<file path="src/rtl/fpaddsub_normalize_round_stage_pkg.sv">
// Shared constants for the FP add/sub normalize/round back-end.
package fpaddsub_pkg;

    localparam int EXP_W   = 8;
    localparam int FRAC_W  = 23;
    localparam int MAN_W   = FRAC_W + 3;
    localparam int EXP_MAX = 255;
    localparam int EXPS_W  = EXP_W + 2;

    // Positions of the guard/round information in the normalized mantissa.
    localparam int L_IDX = 2;
    localparam int G_IDX = 1;
    localparam int S_IDX = 0;

endpackage

</file>
<file path="src/rtl/fpaddsub_normalize_round_stage_if.sv">
// Upstream and downstream valid/ready buses of the normalize/round stage.
interface fpaddsub_normalize_round_stage_if #(
    parameter int EXP_W  = fpaddsub_pkg::EXP_W,
    parameter int FRAC_W = fpaddsub_pkg::FRAC_W
);
    logic                    in_valid;
    logic                    in_ready;
    logic [FRAC_W+2:0]       in_mmin;
    logic [4:0]              in_shift;
    logic [EXP_W-1:0]        in_exp;
    logic                    in_sign;

    logic                    out_valid;
    logic                    out_ready;
    logic [EXP_W+FRAC_W:0]   out_result;
    logic                    out_ovf;
    logic                    out_unf;

    // Producer of operands / consumer of results.
    modport master (
        output in_valid, in_mmin, in_shift, in_exp, in_sign, out_ready,
        input  in_ready, out_valid, out_result, out_ovf, out_unf
    );

    // The normalize/round stage itself.
    modport slave (
        input  in_valid, in_mmin, in_shift, in_exp, in_sign, out_ready,
        output in_ready, out_valid, out_result, out_ovf, out_unf
    );
endinterface

</file>
<file path="src/rtl/fpaddsub_normalize_round_stage_round_rne.sv">
// Combinational round-to-nearest-even plus overflow/underflow/zero packing.
module fpaddsub_round_rne #(
    parameter int EXP_W  = fpaddsub_pkg::EXP_W,
    parameter int FRAC_W = fpaddsub_pkg::FRAC_W
) (
    input  logic [FRAC_W+2:0]          m,
    input  logic signed [EXP_W+1:0]    e,
    input  logic                       z,
    input  logic                       sign,
    output logic [EXP_W+FRAC_W:0]      result,
    output logic                       ovf,
    output logic                       unf
);
    import fpaddsub_pkg::L_IDX;
    import fpaddsub_pkg::G_IDX;
    import fpaddsub_pkg::S_IDX;

    localparam int EXPS_W = EXP_W + 2;
    localparam logic signed [EXPS_W-1:0] EMAX_S = EXPS_W'((1 << EXP_W) - 1);
    localparam logic signed [EXPS_W-1:0] ZERO_S = '0;

    // Nearest-even: round up above half, or at exactly half when the kept LSB is odd.
    function automatic logic rne_up(input logic l, input logic g, input logic s);
        return g & (s | l);
    endfunction

    logic                     up;
    logic [FRAC_W:0]          frac_sum;
    logic                     carry;
    logic [FRAC_W-1:0]        frac;
    logic signed [EXPS_W-1:0] e_fin;

    // Increment the fraction, renormalize on carry-out, then classify the exponent.
    always_comb begin
        up       = rne_up(m[L_IDX], m[G_IDX], m[S_IDX]);
        frac_sum = {1'b0, m[FRAC_W+1:L_IDX]} + {{FRAC_W{1'b0}}, up};
        carry    = frac_sum[FRAC_W];
        frac     = carry ? '0 : frac_sum[FRAC_W-1:0];
        e_fin    = e + $signed({{(EXPS_W-1){1'b0}}, carry});
        result   = {sign, e_fin[EXP_W-1:0], frac};
        ovf      = 1'b0;
        unf      = 1'b0;
        if (z) begin
            result = '0;
        end else if (e_fin >= EMAX_S) begin
            result = {sign, {EXP_W{1'b1}}, {FRAC_W{1'b0}}};
            ovf    = 1'b1;
        end else if (e_fin <= ZERO_S) begin
            result = {sign, {(EXP_W+FRAC_W){1'b0}}};
            unf    = 1'b1;
        end
    end

endmodule

</file>
<file path="src/rtl/fpaddsub_normalize_round_stage.sv">
// Two-stage normalize/round back-end of the FP add/sub pipeline with valid/ready flow control.
module fpaddsub_normalize_round_stage #(
    parameter int EXP_W  = fpaddsub_pkg::EXP_W,
    parameter int FRAC_W = fpaddsub_pkg::FRAC_W
) (
    input  logic clk,
    input  logic rst,
    fpaddsub_normalize_round_stage_if.slave bus
);
    localparam int MAN_W  = FRAC_W + 3;
    localparam int EXPS_W = EXP_W + 2;
    localparam logic signed [EXPS_W-1:0] ONE_S = EXPS_W'(1);

    // Finish the normalize shift by the low four Shift bits (bit4 was applied upstream).
    function automatic logic [MAN_W-1:0] fine_shift(input logic [MAN_W-1:0] m,
                                                    input logic [3:0]       sh);
        logic [MAN_W-1:0] t;
        t = m;
        if (sh[3]) t = t << 8;
        if (sh[2]) t = t << 4;
        if (sh[1]) t = t << 2;
        if (sh[0]) t = t << 1;
        return t;
    endfunction

    logic                     r1, r2;
    logic                     vld_p1, vld_p2;
    logic [MAN_W-1:0]         m_p1;
    logic signed [EXPS_W-1:0] e_p1;
    logic                     z_p1;
    logic                     sign_p1;

    logic [MAN_W-1:0]         m_sh;
    logic signed [EXPS_W-1:0] exp_s, sh_s, e_adj;

    logic [EXP_W+FRAC_W:0]    rnd_result, result_p2;
    logic                     rnd_ovf, rnd_unf, ovf_p2, unf_p2;

    // Stage readiness ripples back from the output so a full pipe still streams.
    always_comb begin
        r2 = !vld_p2 | bus.out_ready;
        r1 = !vld_p1 | r2;
    end

    assign bus.in_ready   = r1;
    assign bus.out_valid  = vld_p2;
    assign bus.out_result = result_p2;
    assign bus.out_ovf    = ovf_p2;
    assign bus.out_unf    = unf_p2;

    // Shifted mantissa and exponent adjustment; Shift=0 means the leading one sits at the carry bit.
    always_comb begin
        m_sh  = fine_shift(bus.in_mmin, bus.in_shift[3:0]);
        exp_s = $signed({{(EXPS_W-EXP_W){1'b0}}, bus.in_exp});
        sh_s  = $signed({{(EXPS_W-5){1'b0}}, bus.in_shift});
        e_adj = exp_s + ONE_S - sh_s;
    end

    // ---- stage 1 boundary ----
    // S1 valid: advances whenever the stage can accept.
    always_ff @(posedge clk) begin
        if (rst) begin
            vld_p1 <= 1'b0;
        end else if (r1) begin
            vld_p1 <= bus.in_valid;
        end
    end

    // S1 data: captured only on an accepted transfer.
    always_ff @(posedge clk) begin
        if (r1 && bus.in_valid) begin
            m_p1    <= m_sh;
            e_p1    <= e_adj;
            z_p1    <= (bus.in_mmin == '0);
            sign_p1 <= bus.in_sign;
        end
    end

    fpaddsub_round_rne #(
        .EXP_W  (EXP_W),
        .FRAC_W (FRAC_W)
    ) u_round (
        .m      (m_p1),
        .e      (e_p1),
        .z      (z_p1),
        .sign   (sign_p1),
        .result (rnd_result),
        .ovf    (rnd_ovf),
        .unf    (rnd_unf)
    );

    // ---- stage 2 boundary ----
    // S2: takes a rounded result from S1, holds it while the consumer stalls.
    always_ff @(posedge clk) begin
        if (rst) begin
            vld_p2    <= 1'b0;
            result_p2 <= '0;
            ovf_p2    <= 1'b0;
            unf_p2    <= 1'b0;
        end else if (r2) begin
            vld_p2 <= vld_p1;
            if (vld_p1) begin
                result_p2 <= rnd_result;
                ovf_p2    <= rnd_ovf;
                unf_p2    <= rnd_unf;
            end
        end
    end

endmodule

</file>
<file path="src/flat_wrapper.sv">
// flat-port wrapper written by rule: the top's interface ports become plain ports
module fpaddsub_normalize_round_stage_flat 
#(
    parameter int EXP_W  = fpaddsub_pkg::EXP_W,
    parameter int FRAC_W = fpaddsub_pkg::FRAC_W
)
  (clk, rst, bus_in_valid, bus_in_mmin, bus_in_shift, bus_in_exp, bus_in_sign, bus_out_ready, bus_in_ready, bus_out_valid, bus_out_result, bus_out_ovf, bus_out_unf);
  fpaddsub_normalize_round_stage_if #(.EXP_W(EXP_W), .FRAC_W(FRAC_W)) bus_i ();
  input  logic clk;
  input  logic rst;
  input wire logic [$bits(bus_i.in_valid)-1:0] bus_in_valid;
  input wire logic [$bits(bus_i.in_mmin)-1:0] bus_in_mmin;
  input wire logic [$bits(bus_i.in_shift)-1:0] bus_in_shift;
  input wire logic [$bits(bus_i.in_exp)-1:0] bus_in_exp;
  input wire logic [$bits(bus_i.in_sign)-1:0] bus_in_sign;
  input wire logic [$bits(bus_i.out_ready)-1:0] bus_out_ready;
  output wire logic [$bits(bus_i.in_ready)-1:0] bus_in_ready;
  output wire logic [$bits(bus_i.out_valid)-1:0] bus_out_valid;
  output wire logic [$bits(bus_i.out_result)-1:0] bus_out_result;
  output wire logic [$bits(bus_i.out_ovf)-1:0] bus_out_ovf;
  output wire logic [$bits(bus_i.out_unf)-1:0] bus_out_unf;
  assign bus_i.in_valid = bus_in_valid;
  assign bus_i.in_mmin = bus_in_mmin;
  assign bus_i.in_shift = bus_in_shift;
  assign bus_i.in_exp = bus_in_exp;
  assign bus_i.in_sign = bus_in_sign;
  assign bus_i.out_ready = bus_out_ready;
  assign bus_in_ready = bus_i.in_ready;
  assign bus_out_valid = bus_i.out_valid;
  assign bus_out_result = bus_i.out_result;
  assign bus_out_ovf = bus_i.out_ovf;
  assign bus_out_unf = bus_i.out_unf;
  fpaddsub_normalize_round_stage #(.EXP_W(EXP_W), .FRAC_W(FRAC_W)) u_core (.clk(clk), .rst(rst), .bus(bus_i));
endmodule
</file>
<file path="config.mk">
export PLATFORM = sky130hd
export DESIGN_NAME = fpaddsub_normalize_round_stage_flat
export DESIGN_NICKNAME = d
export VERILOG_FILES = /design/src/rtl/fpaddsub_normalize_round_stage_pkg.sv /design/src/rtl/fpaddsub_normalize_round_stage_if.sv /design/src/rtl/fpaddsub_normalize_round_stage_round_rne.sv /design/src/rtl/fpaddsub_normalize_round_stage.sv /design/src/flat_wrapper.sv
export SDC_FILE = /design/constraint.sdc
export NUM_CORES = 1
export LEC_CHECK = 0
export CAP_MARGIN = 20
export CORE_ASPECT_RATIO = 0.9
export CORE_MARGIN = 1
export CORE_UTILIZATION = 33
export DETAILED_ROUTE_END_ITERATION = 8
export SLEW_MARGIN = 0
export SYNTH_ARGS = -nofsm -noshare
export SYNTH_HDL_FRONTEND = slang
export SYNTH_SLANG_ARGS = --single-unit
</file>
<file path="constraint.sdc">
create_clock -name clk -period 3.61 [get_ports clk]
set_input_delay 0.5415 -clock clk [delete_from_list [all_inputs] [get_ports clk]]
set_output_delay 0.5415 -clock clk [all_outputs]
set_load 0.03 [all_outputs]
</file>
==> results of run 1 <==
final timing paths:
| kind | from | endpoint | slack (ns) | cells after the start |
|---|---|---|---|---|
| setup / recovery | u_core.m_p1[7]$_DFFE_PP_ | u_core.bus.out_result[28]$_SDFFE_PP0P_ | 0.30 | 11 |
| hold reg to reg | u_core.bus.out_result[20]$_SDFFE_PP0P_ | u_core.bus.out_result[20]$_SDFFE_PP0P_ | 0.45 | 2 |
| setup reg to reg | u_core.m_p1[7]$_DFFE_PP_ | u_core.bus.out_result[28]$_SDFFE_PP0P_ | 0.30 | 11 |
| hold / removal | u_core.bus.out_result[20]$_SDFFE_PP0P_ | u_core.bus.out_result[20]$_SDFFE_PP0P_ | 0.45 | 2 |
routing by layer:
metal | routed length (um) | up-vias | track usage (%)
met1 | 5450 | 1667 | 22.4
met2 | 4110 | 104 | 21.0
met3 | 426 | 14 | 1.83
li1 | - | 1926 | -
met4 | 174 | 0 | 5.62
met5 | 0 | - | 0
power breakdown:
part | internal [W] | total [W] | leakage [nW] | switching (W)
Combinational | 0.000198 | 0.000425 | 1.36 | 0.000227
Clock | 0.000518 | 0.000805 | 0.136 | 0.000287
Sequential | 0.000942 | 0.000996 | 0.658 | 0.0000543
critical path, delay by kind of cell, from the launching register on:
| family | cells | cell delay (ns) |
|---|---|---|
| flops | 1 | 0.42 |
| fa+ha+maj | 2 | 0.52 |
| simple gates | 6 | 1.38 |
| compound gates | 2 | 0.62 |
| xor+xnor | 1 | 0.25 |
final cells by class:
class	count	share of cell area, %
Multi-Input combinational cell	369	44.4
Sequential cell	73	31.3
Timing Repair Buffer	90	14.9
Clock buffer	15	4.74
Tap cell	168	3.59
Inverter	16	1.03
cell usage in the layout (no fill, tap or decap), types with 3 or more instances in the layout:
cell,instances
clkdlybuf4s50_1,79
nand2_1,51
nor2_1,39
edfxtp_1,37
dfxtp_1,36
mux2i_1,31
a21oi_1,29
xor2_1,23
nand3_1,20
xnor2_1,19
inv_1,15
o31ai_1,14
nor4_1,11
nand3b_1,11
buf_4,11
o21ai_0,10
o21ai_1,10
ha_1,10
nor3_1,9
nor2b_1,9
nand4_1,9
clkbuf_16,9
and3_1,6
mux2_2,6
mux4_2,6
a221o_2,6
a211oi_1,4
nand2b_1,3
and2_1,3
clkbuf_8,3
clkbuf_1,3
per-stage QoR:
step | setup slack [ns] | std cells | hold slack (ns)
after detailed placement | 0.212 | 716 | 0.448
final | 0.298 | 731 | 0.452
after global placement | 0.407 | 716 | 0.440
after floorplan | 0.323 | 485 | 0.456
after global routing | 0.0322 | 731 | 0.478
after CTS | 0.215 | 731 | 0.454
cells by family after synthesis:
kind of cell | count (synthesis) | synth area share (%)
muxes | 43 | 11.1
adders and majority gates | 11 | 3.15
and+or+nand+nor | 186 | 21.5
buffers and inverters | 43 | 3.75
AOI/OAI and AO/OA | 87 | 12.7
DFF | 73 | 39.8
xor gates and xnor gates | 42 | 7.99
repair_timing:
| item | 4_1_cts | 5_1_grt |
|---|---|---|
| endpoints found under the setup margin | 0 | 14 |
| hold buffers | 0 | 0 |
| resized for setup | 0 | 2 |
| setup buffers | 0 | 0 |
synth_stat cells, drive strengths merged, types with 2 or more instances:
master | number | area, sq um
xor2 | 23 | 201
nand3b | 12 | 103
o21ai | 20 | 100
nor2 | 40 | 158
nand3 | 23 | 138
nor2b | 9 | 56.3
mux2i | 31 | 310
and4 | 4 | 35.0
o31ai | 14 | 105
edfxtp | 37 | 1110
clkbuf | 18 | 67.6
buf | 9 | 45.1
mux4 | 6 | 135
a21oi | 29 | 145
nand2 | 51 | 191
a2bb2oi | 2 | 17.5
nor3b | 2 | 26.3
a211oi | 4 | 30.0
nand2b | 3 | 18.8
nor3 | 11 | 65.1
and2 | 3 | 18.8
nor4 | 11 | 68.8
and3 | 6 | 37.5
xnor2 | 19 | 166
mux2 | 6 | 67.6
ha | 10 | 125
inv | 16 | 60.1
a2111oi | 2 | 17.5
nand4 | 9 | 56.3
a221o | 6 | 67.6
dfxtp | 36 | 721
a21o | 2 | 15.0
state kept, by name (all words and copies together), names as in the netlist:
| signal | flops |
|---|---|
| u_core.z_p1 | 1 |
| u_core.bus.out_ovf | 1 |
| u_core.m_p1 | 25 |
| u_core.bus.out_unf | 1 |
| u_core.bus.out_result | 32 |
| u_core.e_p1 | 10 |
| u_core.bus.out_valid | 1 |
| u_core.vld_p1 | 1 |
| u_core.sign_p1 | 1 |
==> impl_metrics.json, run 1 <==
{
  "status": "complete, no violations",
  "peakVddDrop_mv": 0.211,
  "cap_violations": 0,
  "max_freq_mhz": 302,
  "place_area_sq_um": 5570,
  "slew_viol_final": 0,
  "numCtsBuffers": 9,
  "route.detailed.drc": 0,
  "regArea_sq_um": 1830,
  "grt_overflow": 0,
  "track_usage_pct": 14.7,
  "postSynth.asyncResetShare_pct": 0,
  "slowest_delay_ns": 0.42,
  "synth-seq-cells": 73,
  "synthesis.nets": 540,
  "nets": 614,
  "tritoncts": "done",
  "antenna_left": 0,
  "grt_pass1_wl_um": 17100,
  "yosys_warnings": 0,
  "worstPathArrival_ns": 3.52,
  "netlist_area_sq_um": 4600,
  "min_period_over_period_pct": 91.8,
  "grt_max_degree": 38,
  "initial_utilization_pct": 34.2,
  "place.port_buffers": 79,
  "routed-via-count": 3711,
  "seq_area_frac_synth_pct": 39.8,
  "min_period_ns": 3.31,
  "drive_gt1_share_pct": 9.59,
  "drt_iter0_drc": 224,
  "end_kind": "flip-flop",
  "rsz0062_at_grt": "false",
  "die_x_um": 126,
  "synth_top_flop_cell": "edfxtp_1",
  "fp.dieArea_sq_um": 14400,
  "slowest_stage": "edfxtp_1",
  "fillers": 1289,
  "gp_congestion": 0.914,
  "clk_latency_ns": 0.32,
  "hold_path.class": "reg2reg",
  "diodes": 0,
  "totalWireLength_um": 10200,
  "crit_fanout": 7,
  "syn_to_final_growth_pct": 27.2,
  "p_leak_nw": 2.16,
  "root_buffer": "clkbuf_16",
  "power_density_nw_per_um2": 380,
  "finClkSkew_ns": 0.00388,
  "worst_pin_slew_ns": 0.656,
  "dr.pass1.iters": 7,
  "die_h_um": 114,
  "std_cell_rows": 40,
  "multi_input_area_sq_um": 2600,
  "setup_violations": 0,
  "critPathKind": "reg2reg",
  "coreArea_sq_um": 13500,
  "path_clk_slew_ns": 0.05,
  "antenna_found_initial": 0,
  "power_w": 0.00223,
  "relSlewSlack_pct": 55.1,
  "synth.avg_cell_area_sq_um": 9.49,
  "crit_path_start_kind": "flip-flop",
  "utilization_pct": 43.5,
  "wire_per_inst_um": 13.9,
  "crit_path_cell_trace": "and4_1 -> and3_1 -> and4_2 -> ha_1 -> ha_1 -> and4_2 -> nand4_1 -> xor2_1 -> o31a_2 -> nor3_2 -> a221o_2",
  "synthCells": 485,
  "max-clock-path-buffers": 2,
  "avgViaCountPerCell": 5.08,
  "fin_area_sq_um": 5850,
  "cp.required_ns": 3.82,
  "synth_edf_count": 37,
  "cts_sinks": 73,
  "finalHoldViolCount": 0,
  "grt_pass1_vias": 3479,
  "htree_levels": 3,
  "top_level_ports": 80,
  "tns_ns": 0,
  "synth_cell_types": 53,
  "hpwl_um": 8090
}
No activity file was read; power rests on OpenSTA's default activity.
==> inputs of run 2 (changes only) <==
Settings changed: CAP_MARGIN 20 to not set, CTS_CLUSTER_SIZE set to 25.
==> results of run 2 <==
The final DEF is identical to that of run 1; final timing and power are the same.
==> edit, RTL diff (flow settings as in run 2) <==
Change the package constant `EXP_W` from 8 to 9.
--- a/src/rtl/fpaddsub_normalize_round_stage_pkg.sv
+++ b/src/rtl/fpaddsub_normalize_round_stage_pkg.sv
@@ -1,7 +1,7 @@
 // Shared constants for the FP add/sub normalize/round back-end.
 package fpaddsub_pkg;
 
-    localparam int EXP_W   = 8;
+    localparam int EXP_W   = 9;
     localparam int FRAC_W  = 23;
     localparam int MAN_W   = FRAC_W + 3;
     localparam int EXP_MAX = 255;
Ports: changed (resized bus_in_exp and bus_out_result); port bits go from 80 to 82. No check against the original RTL was run, so the function may have changed too.
==> edit against run 2 <==
Power rose by 6.3%. Area after synthesis rose by 4.2%. Sequential cell count rose by 2. Setup slack better by 0.011 ns. Wire length increased by 10%. Cell area rose by 4.9%. Clock power grew 14%. Fmax increased by 0.34%.
==> edit: results (changes against run 2) <==
clock group share of total power=38.7% (+2.5 points); GP Congestion=0.9029 (-1.2%); yosys warns=0 (unchanged); Leak Pwr=2.221 nW (+2.9%); share of layout cells above drive strength 1=9.477% (-0.11 points); Power Clock=0.915 mW (+14%); drt via density=5.048 (-0.55%); # diodes=0 (unchanged); clock latency at the later pin of the worst-skew pair=0.33 ns; crit path max fanout=7 (unchanged); DRT iter0 DRCs=303 (+35%); largest net degree at the start of global routing=45 (+18%); max reg flops=33 (+3.1%); CTS root buffer=clkbuf_16; register area share after synthesis=39.25% (-0.54 points); Post-synth EDFFs=38 (+2.7%); Switching Fraction=26.02% (+0.49 points); Slew @ Worst Pin=0.8204 ns (+0.1641 ns); ANT nets after route=0 (unchanged); H-tree Lvls=3 (unchanged); CTS max path bufs=2 (unchanged); asr flop ratio synth=0% (unchanged); clk_skew=0.006231 ns (+0.002356 ns); FILL cells=1,360 (+5.5%); Wirelength per Cell=13.90 um (about the same); Reg clk slew, reported paths=0.06 ns; TritonRoute pass-1 iters=5 (-2); status=finished, final reports clean; most frequent cells after synthesis=62 x nor2_1, 52 x nand2_1, 38 x edfxtp_1, 37 x dfxtp_1, 29 x a21oi_1; hpwl dp=8.705 mm (+7.6%); Yosys cell types=54 (+1.9%); worst path arrival time=3.55 ns (+0.03 ns); nets=663 (+8.0%); logic gate share of total power=18.4% (-0.7 points); post-place instance area=0.005784 mm2 (+3.8%); top cells by area, synth=edfxtp_1 24%, dfxtp_1 15%, nor2_1 4.9%; port bufs=81 (+2.5%); total nets after synthesis=590 (+9.3%); Worst VDD drop=0.0001968 V (-6.7%); antenna violations before repair=0 (unchanged); CTS Buf Count=9 (unchanged); first-pass GRT wire length=18.11 mm (+6.2%); HP Class=reg2reg; total track usage=15.29% (+0.58 points); vias in the first global route=3,695 (+6.2%)
## edit: cell types whose count changed in the layout (fill, tap and decap cells not counted), sizes merged, moves of 4 or more
cell / change
nor2: +22
a22oi: +9
nand3b: -9
o21ai: +9
mux2i: -8
a31oi: +7
and3: +7
a221o: -6
clkbuf: -6
clkinv: +4
mux4: -4
nor4: -4
## edit: worst max-delay path, cell delays in order (launching register included)
cell and delay (ns):
edfxtp_1 0.36, o21a_1 0.12, ha_1 0.17, nand2_1 0.06, nor2_1 0.14, nand4_1 0.20, nor3_2 0.23, ha_1 0.23
ha_2 0.24, nand2_1 0.13, xor2_1 0.17, a31o_2 0.28, a2111oi_4 0.34, buf_4 0.19, o21ai_4 0.10, o31ai_1 0.24
## edit: path summary, 6_finish.rpt
check,from,end,slack (ns),cells after the start
worst max register to register,u_core.m_p1[2]$_DFFE_PP_,u_core.bus.out_result[2]$_SDFFE_PP0P_,0.31,15
worst min-delay path,u_core.bus.out_result[26]$_SDFFE_PP0P_,u_core.bus.out_result[26]$_SDFFE_PP0P_,0.45,2
worst max-delay path,u_core.m_p1[2]$_DFFE_PP_,u_core.bus.out_result[2]$_SDFFE_PP0P_,0.31,15
worst min register to register,u_core.bus.out_result[26]$_SDFFE_PP0P_,u_core.bus.out_result[26]$_SDFFE_PP0P_,0.45,2
## edit: layout make-up
| cell class | instances | area share, % |
|---|---|---|
| clock buffer | 9 | 3.666 |
| clock inverter | 7 | 1.344 |
| inverter | 13 | 0.7943 |
| multi-input combinational | 414 | 44.85 |
| sequential | 75 | 30.63 |
| tap | 193 | 3.931 |
| timing repair buffer | 94 | 14.79 |
## edit: metal layers
| layer | GRT usage (%) | part of all wire [%] | wire length [um] | vias to the layer above |
|---|---|---|---|---|
| met4 | 7.373 | 2.2 | 243 | 0 |
| met3 | 1.832 | 5.2 | 578 | 16 |
| met1 | 22.97 | 53 | 5893 | 1839 |
| met2 | 21.55 | 40 | 4476 | 111 |
| li1 | - | - | - | 2098 |
| met5 | 0 | 0 | 0 | - |
## edit: cell families after synthesis
kind of cell    count (synthesis)  share of synthesized area, %
compound gates                119                         17.64
simple gates                  210                         21.32
flops                          75                         39.25
mux                            32                         7.385
xor+xnor                       41                         7.489
fa+ha+maj                      11                         3.027
buf+inv                        46                         3.889
## edit: timing repair
item,4_1_cts,5_1_grt
buffers inserted,0,3
gates resized for setup,0,4
endpoints found under the setup margin,0,14
## edit: stage by stage
stage / hold WS (ns) / cells / util, % / setup WS [ns]
finish: 0.4525 / 805 / 43.55 / 0.3089
global route: 0.4925 / 805 / 43.55 / 0.03878
CTS: 0.4557 / 801 / 43.18 / 0.1246
detailed placement: 0.4480 / 785 / 41.00 / 0.1491
global placement: 0.4425 / 785 / 41.00 / 0.2593
floorplan: 0.4958 / 534 / - / 0.1902
